[src/rtl/palindrome_sched.sv]
// palindrome_sched: round-robin scheduler sharing one 3-bit palindrome window engine; optional frame abort under PAL_SCHED_ABORT_EN
module palindrome_sched #(
  parameter int NUM_REQ   = 4,
  parameter int FRAME_LEN = 16,
  parameter int ID_W      = $clog2(NUM_REQ),
  parameter int CNT_W     = $clog2(FRAME_LEN+1)
) (
  input  logic               clk,
  input  logic               reset_n,
  input  logic [NUM_REQ-1:0] req_i,
  input  logic [NUM_REQ-1:0] bit_vld_i,
  input  logic [NUM_REQ-1:0] bit_i,
  output logic [NUM_REQ-1:0] gnt_o,
  output logic               bit_rdy_o,
  output logic               pal_o,
  output logic               res_vld_o,
  output logic [ID_W-1:0]    res_id_o,
  output logic [CNT_W-1:0]   res_hits_o,
  output logic               res_all_o,
  output logic               res_abort_o,
  output logic               busy_o
);
  typedef enum logic [1:0] {IDLE, GRANT, STREAM, REPORT} state_t;
  state_t state;
  logic [ID_W-1:0] g, rr_ptr, pick, cand;
  logic [1:0] h, fill;
  logic [CNT_W-1:0] cnt, hits, hits_nxt;
  logic vld_g, bit_g, abort, accept, last;
  assign vld_g = bit_vld_i[g];
  assign bit_g = bit_i[g];
`ifdef PAL_SCHED_ABORT_EN
  assign abort = (state == STREAM) && !req_i[g];
`else
  assign abort = 1'b0;
`endif
  assign accept   = (state == STREAM) && vld_g && !abort;
  assign pal_o    = accept && (fill == 2'd2) && (h[1] == bit_g);
  assign hits_nxt = hits + CNT_W'(pal_o);
  assign last     = accept && (cnt == CNT_W'(FRAME_LEN-1));
  assign busy_o   = (state != IDLE);
  // first requesting lane at or after rr_ptr, searching upward with wrap
  always_comb begin
    pick = rr_ptr;
    cand = '0;
    for (int i = NUM_REQ-1; i >= 0; i--) begin
      cand = ID_W'((int'(rr_ptr) + i) % NUM_REQ);
      if (req_i[cand]) pick = cand;
    end
  end
  // scheduler FSM, window engine and registered result fields
  always_ff @(posedge clk or negedge reset_n) begin
    if (!reset_n) begin
      state       <= IDLE;
      g           <= '0;
      rr_ptr      <= '0;
      h           <= '0;
      fill        <= '0;
      cnt         <= '0;
      hits        <= '0;
      gnt_o       <= '0;
      bit_rdy_o   <= 1'b0;
      res_vld_o   <= 1'b0;
      res_id_o    <= '0;
      res_hits_o  <= '0;
      res_all_o   <= 1'b0;
      res_abort_o <= 1'b0;
    end else begin
      res_vld_o <= 1'b0;
      case (state)
        IDLE: if (|req_i) begin
          g     <= pick;
          gnt_o <= NUM_REQ'(1) << pick;
          state <= GRANT;
        end
        GRANT: begin
          h         <= '0;
          fill      <= '0;
          cnt       <= '0;
          hits      <= '0;
          bit_rdy_o <= 1'b1;
          state     <= STREAM;
        end
        STREAM: begin
          if (accept) begin
            h    <= {h[0], bit_g};
            fill <= (fill == 2'd2) ? 2'd2 : fill + 2'd1;
            cnt  <= cnt + 1'b1;
            hits <= hits_nxt;
          end
          if (last || abort) begin
            state       <= REPORT;
            gnt_o       <= '0;
            bit_rdy_o   <= 1'b0;
            res_vld_o   <= 1'b1;
            res_id_o    <= g;
            res_hits_o  <= hits_nxt;
            res_all_o   <= !abort && (hits_nxt == CNT_W'(FRAME_LEN-2));
            res_abort_o <= abort;
          end
        end
        REPORT: begin
          rr_ptr <= (g == ID_W'(NUM_REQ-1)) ? '0 : g + 1'b1;
          state  <= IDLE;
        end
        default: state <= IDLE;
      endcase
    end
  end
endmodule

[config.mk]
export PLATFORM = sky130hd
export DESIGN_NAME = palindrome_sched
export DESIGN_NICKNAME = d
export VERILOG_FILES = /design/src/rtl/palindrome_sched.sv
export SDC_FILE = /design/constraint.sdc
export NUM_CORES = 1
export LEC_CHECK = 0
export BUFFER_PORTS_ARGS = -buffer_cell sky130_fd_sc_hd__buf_4
export CORE_AREA = 2 2 94 73
export CTS_CLUSTER_SIZE = 30
export DETAILED_ROUTE_END_ITERATION = 6
export DIE_AREA = 0 0 96 75
export MAX_ROUTING_LAYER = met4
export SLEW_MARGIN = 20
export SYNTH_ARGS = -nofsm -noshare
export SYNTH_HDL_FRONTEND = slang
export SYNTH_SLANG_ARGS = --single-unit
[constraint.sdc]
create_clock -name clk -period 3.2 [get_ports clk]
set_input_delay 0.32 -clock clk [delete_from_list [all_inputs] [get_ports clk]]
set_output_delay 0.32 -clock clk [all_outputs]
set_load 0.01 [all_outputs]
==> results of run 1 <==
## metrics by stage
step	hold slack [ns]	std cells
after floorplan	0.0244	179
after global placement	0.300	283
after detailed placement	0.303	283
after CTS	0.397	292
after global routing	0.414	292
final	0.393	292
## layer usage
layer,part of all wire [%],wire [um],up-vias,track usage [%]
met3,5.1,187,7,3.70
met1,51,1870,708,17.1
met4,1.1,41,0,3.81
met5,0,0,-,-
li1,-,-,696,-
met2,43,1590,28,17.2
## synth_stat cells (4+ instances only)
master    n
nand2_1  13
a21oi_1   4
ha_1     12
inv_1    12
o21ai_0  10
mux2_2    6
nor2_1   10
nand3_1  23
a32o_1    4
dfrtp_1  34
## power groups by stage
stage          combinational, W  clock (W)  sequential (W)
2_1_floorplan          0.000491          0        0.000649
3_3_place_gp           0.000660          0        0.000662
3_5_place_dp           0.000665          0        0.000665
4_1_cts                0.000670   0.000335        0.000656
5_1_grt                0.000767   0.000355        0.000680
6_report               0.000665   0.000326        0.000657
## repair_timing
| action | CTS | global route |
|---|---|---|
| hold endpoints to repair | 5 | 0 |
| gates resized for setup | 0 | 0 |
| hold buffers | 1 | 0 |
| setup endpoints to repair | 0 | 0 |
## sequential cells by signal, summed over array words and instances, names as in the netlist
register / flops
cnt: 5
hits: 5
res_all_o: 1
state: 2
rr_ptr: 2
h: 2
res_id_o: 2
g: 2
fill: 2
gnt_o: 4
res_vld_o: 1
res_hits_o: 5
bit_rdy_o: 1
## worst reg2reg max path: stages, from the launching register on
cell and delay, ns:
dfrtp_1 0.47, mux4_2 0.67, nand2_4 0.26, nor3b_2 0.09
ha_1 0.24, ha_1 0.24, inv_1 0.11, nor3_1 0.06
a311o_1 0.31
## area by class of cell
class / instances / share of cell area [%]
multi-input combinational: 125 / 40.1
tap: 81 / 4.56
timing repair buffer: 32 / 10.9
inverter: 12 / 2.03
sequential: 34 / 38.3
clock inverter: 1 / 0.225
clock buffer: 7 / 3.89
## how the worst min path moves through the flow
| stage | start | to | slack (ns) | cells after the start |
|---|---|---|---|---|
| 6_report | bit_vld_i[1] | res_id_o[0]$_DFFE_PN0P_ | 0.39 | 3 |
| 3_5_place_dp | reset_n | gnt_o[3]$_DFFE_PN0P_ | 0.30 | 1 |
| 5_1_grt | bit_vld_i[1] | res_id_o[0]$_DFFE_PN0P_ | 0.41 | 3 |
| 3_3_place_gp | reset_n | gnt_o[2]$_DFFE_PN0P_ | 0.30 | 1 |
| 2_1_floorplan | reset_n | bit_rdy_o$_DFFE_PN0P_ | 0.02 | 0 |
| 4_1_cts | bit_vld_i[1] | res_id_o[0]$_DFFE_PN0P_ | 0.40 | 3 |
## kinds of logic (layout without fill, tap and decap cells)
| kind of cell | Yosys count | in the layout | share of synthesized area, % |
|---|---|---|---|
| adders and majority gates | 12 | 12 | 8.14 |
| buffers and inverters | 20 | 52 | 5.63 |
| muxes | 10 | 10 | 7.39 |
| other | 1 | 1 | 0.203 |
| and+or+nand+nor | 62 | 62 | 17.0 |
| xor gates and xnor gates | 5 | 5 | 2.37 |
| DFF | 34 | 34 | 46.1 |
| AOI/OAI and AO/OA | 35 | 35 | 13.2 |
==> qor.yml, run 1 <==
clocking:
  cts.htree.levels: 2
  cts_tree: "done"
  cts-buffers-inserted: 5
  numClockSinks: 34
  clk_path_buf_depth: 2
  cts_root_buf: "clkbuf_8"
  cts_setup_buffers: 0
  cts.clk_slew.worst_paths_ns: 0.07
  clock_latency_ns: 0.28
worst_setup_path:
  cp-start-kind: "flip-flop"
  r2r_start: "g[0]$_DFFE_PN0P_"
  cp.buffers_inverters: 1
  crit_fanout: 22
  cpPeakStageDelay_ns: 0.67
  endpoint: "hits[2]$_DFFE_PN0P_"
  ff2ff_setup_slack_ns: 0.64
  cpMostUsedCell: "ha_1"
  worst_r2r_endpoint: "hits[2]$_DFFE_PN0P_"
  cp-startpoint: "g[0]$_DFFE_PN0P_"
  critPathArrivalTime_ns: 2.73
  r2r_cells: 8
  cp.required_ns: 3.37
  critPathKind: "reg -> reg"
  path_depth: 8
  crit_slowest_cell: "mux4_2"
  path_delay_family: "multiplexers"
  worstPathCellList: "mux4_2, nand2_4, nor3b_2, ha_1, ha_1, inv_1, nor3_1, a311o_1"
  end_kind: "flip-flop"
finish:
  layout_commonest_cell: "dfrtp_1"
  antenna_cells: 0
  drive_above_1_share_pct: 24.2
  regArea_um2: 851
  post-route-util_pct: 35.7
  n_fill_cell: 629
  layout_common_cells: "dfrtp_1, buf_4, nand3_1"
  fin_area_um2: 2220
  nNetsFinal: 236
  area_delta_synth_final_pct: 20.4
  multi_input_area_um2: 891
power:
  power_frac_comb_pct: 40.4
  power-per-cell-area_nw_per_um2: 741
  power_w: 0.00165
  p_leak_nw: 1.05
  intPower_w: 0.00102
  clockPowerShare_pct: 19.8
  p_sw_w: 0.000630
  seqPwrFrac_pct: 39.9
  p_sw_share_pct: 38.2
  vdd_drop_max_mv: 0.206
timing:
  worst_slack_ns: 0.642
  fin_skew_ns: 0.00756
  report.final.slew_viol_count: 0
  setup_viol: 0
  period_share_pct: 79.9
  rsz0062_at_grt: "no"
  hold_viol: 0
  timing.fmax_mhz: 391
  finalSetupTns_ns: 0
  tightest_slew_ns: 0.608
  final.min_clock_period_ns: 2.56
  maxSlewHeadroom_pct: 59.5
grt:
  grt_start_max_net_pins: 35
  gr-total-overflow: 0
  grt_pass1_wl_mm: 6.56
  first_global_vias: 1384
  antenna_found_initial: 0
  globalRouteTotalUtil_pct: 12.3
floorplan:
  die_h_um: 75
  ioPinCount: 31
  core-area_um2: 6220
  start_util_pct: 29.6
  rows: 25
  die_w_um: 96
  dieArea_um2: 7200
place:
  gp_congestion: 0.769
  hpwlAfterDp_mm: 2.72
  placed_cell_area_um2: 2120
  io_buffer_count: 29
  dp_slack_ns: 0.669
synthesis:
  ys_types: 44
  synth_edf_count: 0
  synthTopCellsByArea: "dfrtp_1, ha_1, nand3_1"
  avgSynthCellArea_um2: 10.3
  yosysWarnings: 0
  ys_ff_latch: 34
  syn_area_um2: 1850
  synth.yosys.seq_area_share_pct: 46.1
  syn_nets: 205
  yosysTopAreaCellShare_pct: 46.1
  synth_top_cell_by_area: "dfrtp_1"
  async_flop_share_pct: 100
  synth_flop_cell: "dfrtp_1"
  synthCells: 179
min_path:
  hold_class: "in -> reg"
run_status:
  run_status: "finished, final reports clean"
routing:
  vias_per_cell: 4.93
  drc: 0
  wl_per_cell_um: 12.6
  drt-total-wl_mm: 3.69
  vias: 1439
  drt_iter0_drc: 121
  ant_nets: 0
  drt_pre_antenna_iters: 4
job:
  cap_viol_max_count: 0
Note: power is estimated with default switching activity, not from simulation.
==> inputs of run 2 (changes only) <==
clock period = 2.45 ns   (was 3.2 ns; I/O delays follow)
==> run 2 against run 1 <==
Net effect: critical path depth up 1; global-route usage shrank 0.21 points; register-to-register slack got worse by 0.45 ns; cell area rose by 1.4%; clock power up 32%; sequential power is 27% higher; worst setup slack worse by 0.45 ns; via count shrank 1.9%; clock skew down 0.0018 ns; first-iteration DRC count is 58% lower; highest routed layer unchanged.
==> qor.yml, run 2 (synthesized netlist as in run 1, its figures left out) <==
worst_setup_path:
  r2r_cells: 9  # +1
  endpoint: "res_all_o$_DFFE_PN0P_"
  end_kind: "flip-flop"
  cp-startpoint: "g[0]$_DFFE_PN0P_"
  critPathArrivalTime_ns: 2.46  # -0.27 ns
  cpMostUsedCell: "ha_2"
  cpPeakStageDelay_ns: 0.53  # -0.14 ns
  worstPathCellList: "mux4_2, xor2_1, nor3b_2, ha_2, ha_2, inv_1, nor3b_1, a31oi_1, o22ai_1"
  cp.required_ns: 2.66  # -0.71 ns
  crit_slowest_cell: "mux4_2"
  crit_fanout: 4  # -82%
  ff2ff_setup_slack_ns: 0.19  # -0.45 ns
  critPathKind: "reg -> reg"
  cp-start-kind: "flip-flop"
  worst_r2r_endpoint: "res_all_o$_DFFE_PN0P_"
  r2r_start: "g[0]$_DFFE_PN0P_"
routing:
  drt-total-wl_mm: 3.74  # +1.4%
  vias_per_cell: 4.77  # -3.3%
  vias: 1411  # -1.9%
  wl_per_cell_um: 12.6  # about the same
  drc: 0  # unchanged
  ant_nets: 0  # unchanged
  drt_pre_antenna_iters: 4  # unchanged
  drt_iter0_drc: 51  # -58%
timing:
  hold_ws_ns: 0.323  # -0.0704 ns
  worst_slack_ns: 0.193  # -0.450 ns
  tightest_slew_ns: 0.510  # -0.0980 ns
  fin_skew_ns: 0.00571  # -0.00185 ns
  hold_viol: 0  # unchanged
  finalSetupTns_ns: 0  # unchanged
  timing.fmax_mhz: 443  # +13%
  rsz0062_at_grt: "no"
  final.min_clock_period_ns: 2.26  # -0.300 ns
  report.final.slew_viol_count: 0  # unchanged
  period_share_pct: 92.1  # +12 points
  setup_viol: 0  # unchanged
  maxSlewHeadroom_pct: 65.9  # +6.5 points
grt:
  grt_use_met3_pct: 3.00  # -0.70 points
  antenna_found_initial: 0  # unchanged
  globalRouteMet1Util_pct: 16.9  # -0.22 points
  grt_pass1_wl_mm: 6.45  # -1.6%
  grt_start_max_net_pins: 35  # unchanged
  first_global_vias: 1361  # -1.7%
  busiest_layer: "met2"
  grtUsageMet2_pct: 17.2  # unchanged
  gr-total-overflow: 0  # unchanged
  globalRouteTotalUtil_pct: 12.1  # -0.21 points
finish:
  area_delta_synth_final_pct: 22.1
  nNetsFinal: 240  # +1.7%
  post-route-util_pct: 36.2  # +0.50 points
  fin_area_um2: 2250  # +1.4%
  layout_common_cells: "buf_4, dfrtp_1, nand3_1"
  antenna_cells: 0  # unchanged
  layout_commonest_cell: "buf_4"
  regArea_um2: 851  # unchanged
  reg.largest.list: "cnt (5), hits (5), res_hits_o (5)"
  drive_above_1_share_pct: 27.0  # +2.8 points
  n_fill_cell: 628  # -0.16%
  multi_input_area_um2: 892  # +0.14%
power:
  vdd_drop_max_mv: 0.267  # +30%
  intPower_w: 0.00137  # +35%
  p_sw_share_pct: 37.7  # -0.51 points
  power-per-cell-area_nw_per_um2: 976  # +32%
  seqPwrFrac_pct: 38.0  # -1.9 points
  p_leak_nw: 1.06  # +0.85%
  p_sw_w: 0.000830  # +32%
  clockPowerShare_pct: 19.5  # -0.3 points
  power_frac_comb_pct: 42.5  # +2.1 points
floorplan:
  ioPinCount: 31  # unchanged
  start_util_pct: 29.6  # unchanged
  die_h_um: 75  # unchanged
  rows: 25  # unchanged
  die_w_um: 96  # unchanged
  dieArea_um2: 7200  # unchanged
  core-area_um2: 6220  # unchanged
place:
  placed_cell_area_um2: 2160  # +1.7%
  io_buffer_count: 29  # unchanged
  gp_congestion: 0.786  # +2.3%
  dp_slack_ns: 0.115  # -0.554 ns
  hpwlAfterDp_mm: 2.76  # +1.5%
run_status:
  run_status: "finished, final reports clean"
clocking:
  clock_latency_ns: 0.28  # about the same
  cts_root_buf: "clkbuf_8"
  clk_path_buf_depth: 2  # unchanged
  numClockSinks: 34  # unchanged
  cts_setup_buffers: 0  # unchanged
  cts_tree: "done"
  cts.clk_slew.worst_paths_ns: 0.07  # about the same
  cts.htree.levels: 2  # unchanged
  cts-buffers-inserted: 5  # unchanged
min_path:
  hp-start: "bit_vld_i[1]"
  hold_class: "in -> reg"
job:
  cap_viol_max_count: 0  # unchanged
==> run 2: worst max-delay path, delay by kind of cell, from the launching register on <==
family          cells  cell delay, ns
compound gates      2            0.19
xor+xnor            1            0.17
simple gates        2            0.42
buf+inv             1            0.07
flops               1            0.37
mux                 1            0.53
fa+ha+maj           2            0.44
==> run 2: layer usage <==
layer  vias up  part of all wire (%)
met2        15                    43
met1       693                    53
met4         0                  0.77
met3         2                   2.8
met5         -                     0
li1        701                     -
==> run 2: timing repair <==
| item | in CTS | in global routing |
|---|---|---|
| gates resized for setup | 0 | 1 |
| endpoints found under the setup margin | 0 | 1 |
| endpoints found under the hold margin | 34 | 0 |
| hold buffers | 1 | 0 |
==> run 2: layout make-up <==
type / instances / share of cell area, %
clock buffer: 7 / 3.83
clock inverter: 1 / 0.222
inverter: 12 / 2.00
multi-input combinational: 125 / 39.6
sequential: 34 / 37.8
tap: 81 / 4.50
timing repair buffer: 36 / 12.1
==> run 2: how the worst min path moves through the flow <==
stage	to	cells past startpoint
finish	res_id_o[0]$_DFFE_PN0P_	3
global route	state[0]$_DFFE_PN0P_	4
CTS	res_id_o[0]$_DFFE_PN0P_	3
detailed placement	gnt_o[1]$_DFFE_PN0P_	1
global placement	gnt_o[1]$_DFFE_PN0P_	1
floorplan	bit_rdy_o$_DFFE_PN0P_	0
==> run 2: power groups by stage <==
stage / combinational (W) / clock, W / sequential (W)
floorplan: 0.000644 / 0 / 0.000849
global placement: 0.000924 / 0 / 0.000845
detailed placement: 0.000941 / 0 / 0.000847
CTS: 0.000947 / 0.000449 / 0.000838
global route: 0.00107 / 0.000475 / 0.000862
finish: 0.000934 / 0.000429 / 0.000836
==> run 2: through the flow <==
stage / cells / power [W]
floorplan: 179 / 0.00149
global placement: 287 / 0.00177
detailed placement: 287 / 0.00179
CTS: 296 / 0.00223
global route: 296 / 0.00240
finish: 296 / 0.00220
==> inputs of run 3 (changes only) <==
ABC_AREA = 1   (was unset)
CORE_AREA = 2 2 96 75   (was 2 2 94 73)
CTS_BUF_LIST = sky130_fd_sc_hd__clkbuf_2 sky130_fd_sc_hd__clkbuf_4 sky130_fd_sc_hd__clkbuf_8   (was unset)
DIE_AREA = 0 0 98 77   (was 0 0 96 75)
clock period = 1.9 ns   (was 2.45 ns; I/O delays follow)
==> run 3 against run 2 <==
Net effect: the flow now finishes with violations (negative setup slack); synthesized area up 3.3%; cell area grew 12%; non-clock buffer count increased by 14; maximum frequency rose by 9.6%; highest routed layer unchanged.
==> qor.yml, run 3 <==
timing:
  finalSetupTns_ns: -0.380  # -0.380 ns
  fin_skew_ns: 0.00362  # -0.00209 ns
  hold_viol: 0  # unchanged
  timing.fmax_mhz: 486  # +9.6%
  rsz0062_at_grt: "yes"
  hold_ws_ns: 0.326  # +0.00300 ns
  period_share_pct: 108  # +16 points
  final.min_clock_period_ns: 2.06  # -0.198 ns
  setup_viol: 4  # +4
  report.final.slew_viol_count: 0  # unchanged
  worst_slack_ns: -0.159  # -0.352 ns
clocking:
  cts_tree: "done"
  clock_latency_ns: 0.29  # about the same
  numClockSinks: 34  # unchanged
  cts.clk_slew.worst_paths_ns: 0.07  # about the same
  cts-buffers-inserted: 5  # unchanged
  clk_path_buf_depth: 2  # unchanged
  cts_root_buf: "clkbuf_8"
  cts.htree.levels: 2  # unchanged
floorplan:
  dieArea_um2: 7550  # +4.8%
  die_h_um: 77  # +2.7%
  ioPinCount: 31  # unchanged
  rows: 26  # +4.0%
  die_w_um: 98  # +2.1%
  start_util_pct: 28.9  # -0.77 points
  core-area_um2: 6600  # +6.1%
finish:
  drive_above_1_share_pct: 31.7  # +4.7 points
  antenna_cells: 0  # unchanged
  finalNonFillerCells: 365  # +23%
  n_fill_cell: 681  # +8.4%
  regArea_um2: 852  # +0.15%
  layout_common_cells: "nand2_1, buf_4, dfrtp_1"
  nNetsFinal: 306  # +28%
  area_delta_synth_final_pct: 32.6
  multi_input_area_um2: 948  # +6.3%
  reg.largest.list: "cnt (5), hits (5), res_hits_o (5)"
  layout_commonest_cell: "nand2_1"
min_path:
  hold_class: "in -> reg"
grt:
  gr-total-overflow: 0  # unchanged
  grt_pass1_wl_mm: 7.14  # +11%
  grt_start_max_net_pins: 35  # unchanged
  antenna_found_initial: 0  # unchanged
  globalRouteTotalUtil_pct: 12.1  # about the same
  first_global_vias: 1621  # +19%
synthesis:
  synth_simple_gate_area_share_pct: 22.8  # +5.8 points
  synthTopCellsByArea: "dfrtp_1, nand2_1, ha_1"
  yosysWarnings: 0  # unchanged
  async_flop_share_pct: 100  # unchanged
  syn_area_um2: 1910  # +3.3%
  synth.yosys.seq_area_share_pct: 44.6  # -1.5 points
  ys_ff_latch: 34  # unchanged
  synth_edf_count: 0  # unchanged
  synth_common_cells: "nand2_1, dfrtp_1, inv_1"
  syn_nets: 253  # +23%
  synth_top_family_by_area: "simple AND/OR/NAND/NOR gates"
  synthAdderAreaFrac_pct: 7.87  # -0.26 points
  avgSynthCellArea_um2: 8.40  # -19%
  synth_top_cell_by_area: "dfrtp_1"
  synth_xor_area_share_pct: 2.30  # -0.076 points
  ys_types: 28  # -36%
  synth_mux_area_share_pct: 0  # -7.4 points
  yosysMostFrequentCell: "nand2_1"
  yosysTopAreaCellShare_pct: 44.6  # -1.5 points
  synthCells: 227  # +27%
  synth_compound_area_share_pct: 13.4  # +0.17 points
  synth_flop_cell: "dfrtp_1"
power:
  power_frac_comb_pct: 49.1  # +6.6 points
  power_w: 0.00328  # +49%
  vdd_drop_max_mv: 0.381  # +42%
  p_leak_nw: 1.29  # +21%
  seqPwrFrac_pct: 30.2  # -7.8 points
  p_sw_w: 0.00131  # +58%
  power-per-cell-area_nw_per_um2: 1300  # +33%
  p_sw_share_pct: 40.1  # +2.3 points
  clockPowerShare_pct: 20.7  # +1.2 points
  intPower_w: 0.00196  # +43%
run_status:
  violations: "negative setup slack"
  run_status: "complete, but fails checks"
place:
  dp.cells: 353  # +23%
  hpwlAfterDp_mm: 3.04  # +10%
  dp_slack_ns: -0.221  # -0.336 ns
  gp_congestion: 0.785  # -0.20%
  io_buffer_count: 29  # unchanged
worst_setup_path:
  cp-start-kind: "flip-flop"
  cpPeakStageDelay_ns: 0.45  # -0.08 ns
  cp.buffers_inverters: 1  # unchanged
  crit_slowest_cell: "dfrtp_2"
  critPathArrivalTime_ns: 2.25  # -0.21 ns
  end_kind: "flip-flop"
  critPathKind: "reg -> reg"
  cp.required_ns: 2.09  # -0.57 ns
  crit_fanout: 6  # +2
  path_delay_family: "compound AO/OA/AOI/OAI gates"
  worstPathCellList: "inv_2, nand2_1, a32o_2, xor2_1, nor2_2, ha_2, ha_4, nand3_4, xor2_2, nand4_1, o31ai_1"
job:
  cap_viol_max_count: 0  # unchanged
routing:
  drt-total-wl_mm: 4.02  # +7.4%
  drc: 0  # unchanged
  ant_nets: 0  # unchanged
  drt_iter0_drc: 56  # +9.8%
  vias: 1615  # +14%
  vias_per_cell: 4.42  # -7.2%
  drt_pre_antenna_iters: 4  # unchanged
  wl_per_cell_um: 11.0  # -13%
==> run 3: changes by cell type after synthesis, sizes merged, moves of 4 or more <==
| cell | change |
|---|---|
| mux2 | -6 |
| nand3 | -9 |
| o21ai | +16 |
| nand2 | +55 |
| nand4 | +4 |
| inv | +21 |
| o22ai | +4 |
==> run 3: power groups by stage <==
| stage | sequential, W | clock [W] | combinational (W) |
|---|---|---|---|
| 2_1_floorplan | 0.000977 | 0 | 0.00104 |
| 3_3_place_gp | 0.000992 | 0 | 0.00151 |
| 3_5_place_dp | 0.00100 | 0 | 0.00154 |
| 4_1_cts | 0.000985 | 0.000703 | 0.00159 |
| 5_1_grt | 0.00101 | 0.000742 | 0.00185 |
| 6_report | 0.000989 | 0.000680 | 0.00161 |
==> run 3: logic make-up after synthesis <==
family,after synthesis
and+or+nand+nor,98
AOI/OAI and AO/OA,40
buffers and inverters,37
DFF,34
adders and majority gates,12
xor gates and xnor gates,5
other,1
==> run 3: worst paths after layout <==
path	start	to	slack [ns]	depth (start not counted)
worst max-delay path	g[0]$_DFFE_PN0P_	res_all_o$_DFFE_PN0P_	-0.16	11
worst min-delay path	bit_i[2]	h[0]$_DFFE_PN0P_	0.33	4
min in group asynchronous	reset_n	res_all_o$_DFFE_PN0P_	0.39	2
worst max register to register	g[0]$_DFFE_PN0P_	res_all_o$_DFFE_PN0P_	-0.16	11
max in group asynchronous	reset_n	g[0]$_DFFE_PN0P_	1.18	2
worst min register to register	cnt[3]$_DFFE_PN0P_	cnt[3]$_DFFE_PN0P_	0.46	1
==> run 3: repair_timing <==
item	4_1_cts	5_1_grt
resized for setup	2	8
hold buffers	1	0
buffers inserted	2	1
hold endpoints to repair	34	0
setup endpoints to repair	7	11
pin swaps	5	2
==> run 3: final cells by class <==
| type | count | share of cell area (%) |
|---|---|---|
| clock inverter | 1 | 1.19 |
| sequential | 34 | 33.7 |
| timing repair buffer | 50 | 14.9 |
| clock buffer | 7 | 3.32 |
| inverter | 33 | 5.20 |
| multi-input combinational | 156 | 37.5 |
| tap | 84 | 4.16 |
==> run 3: per-layer routing <==
layer	wire length [um]	GRT usage (%)	up-vias
met1	2020	15.0	753
met5	0	-	-
met4	53	3.75	0
li1	-	-	835
met2	1800	18.9	19
met3	147	3.83	8
==> run 3: tightest hold or removal path: stages <==
cell and delay [ns]:
buf_4 0.11, nand2_1 0.06, a32o_2 0.14, o22ai_1 0.07
==> run 3: metrics by stage <==
step / util (%) / instance area, um^2
floorplan: - / 1940
global placement: 35.6 / 2350
detailed placement: 35.6 / 2350
CTS: 37.8 / 2500
global route: 38.3 / 2530
finish: 38.3 / 2530
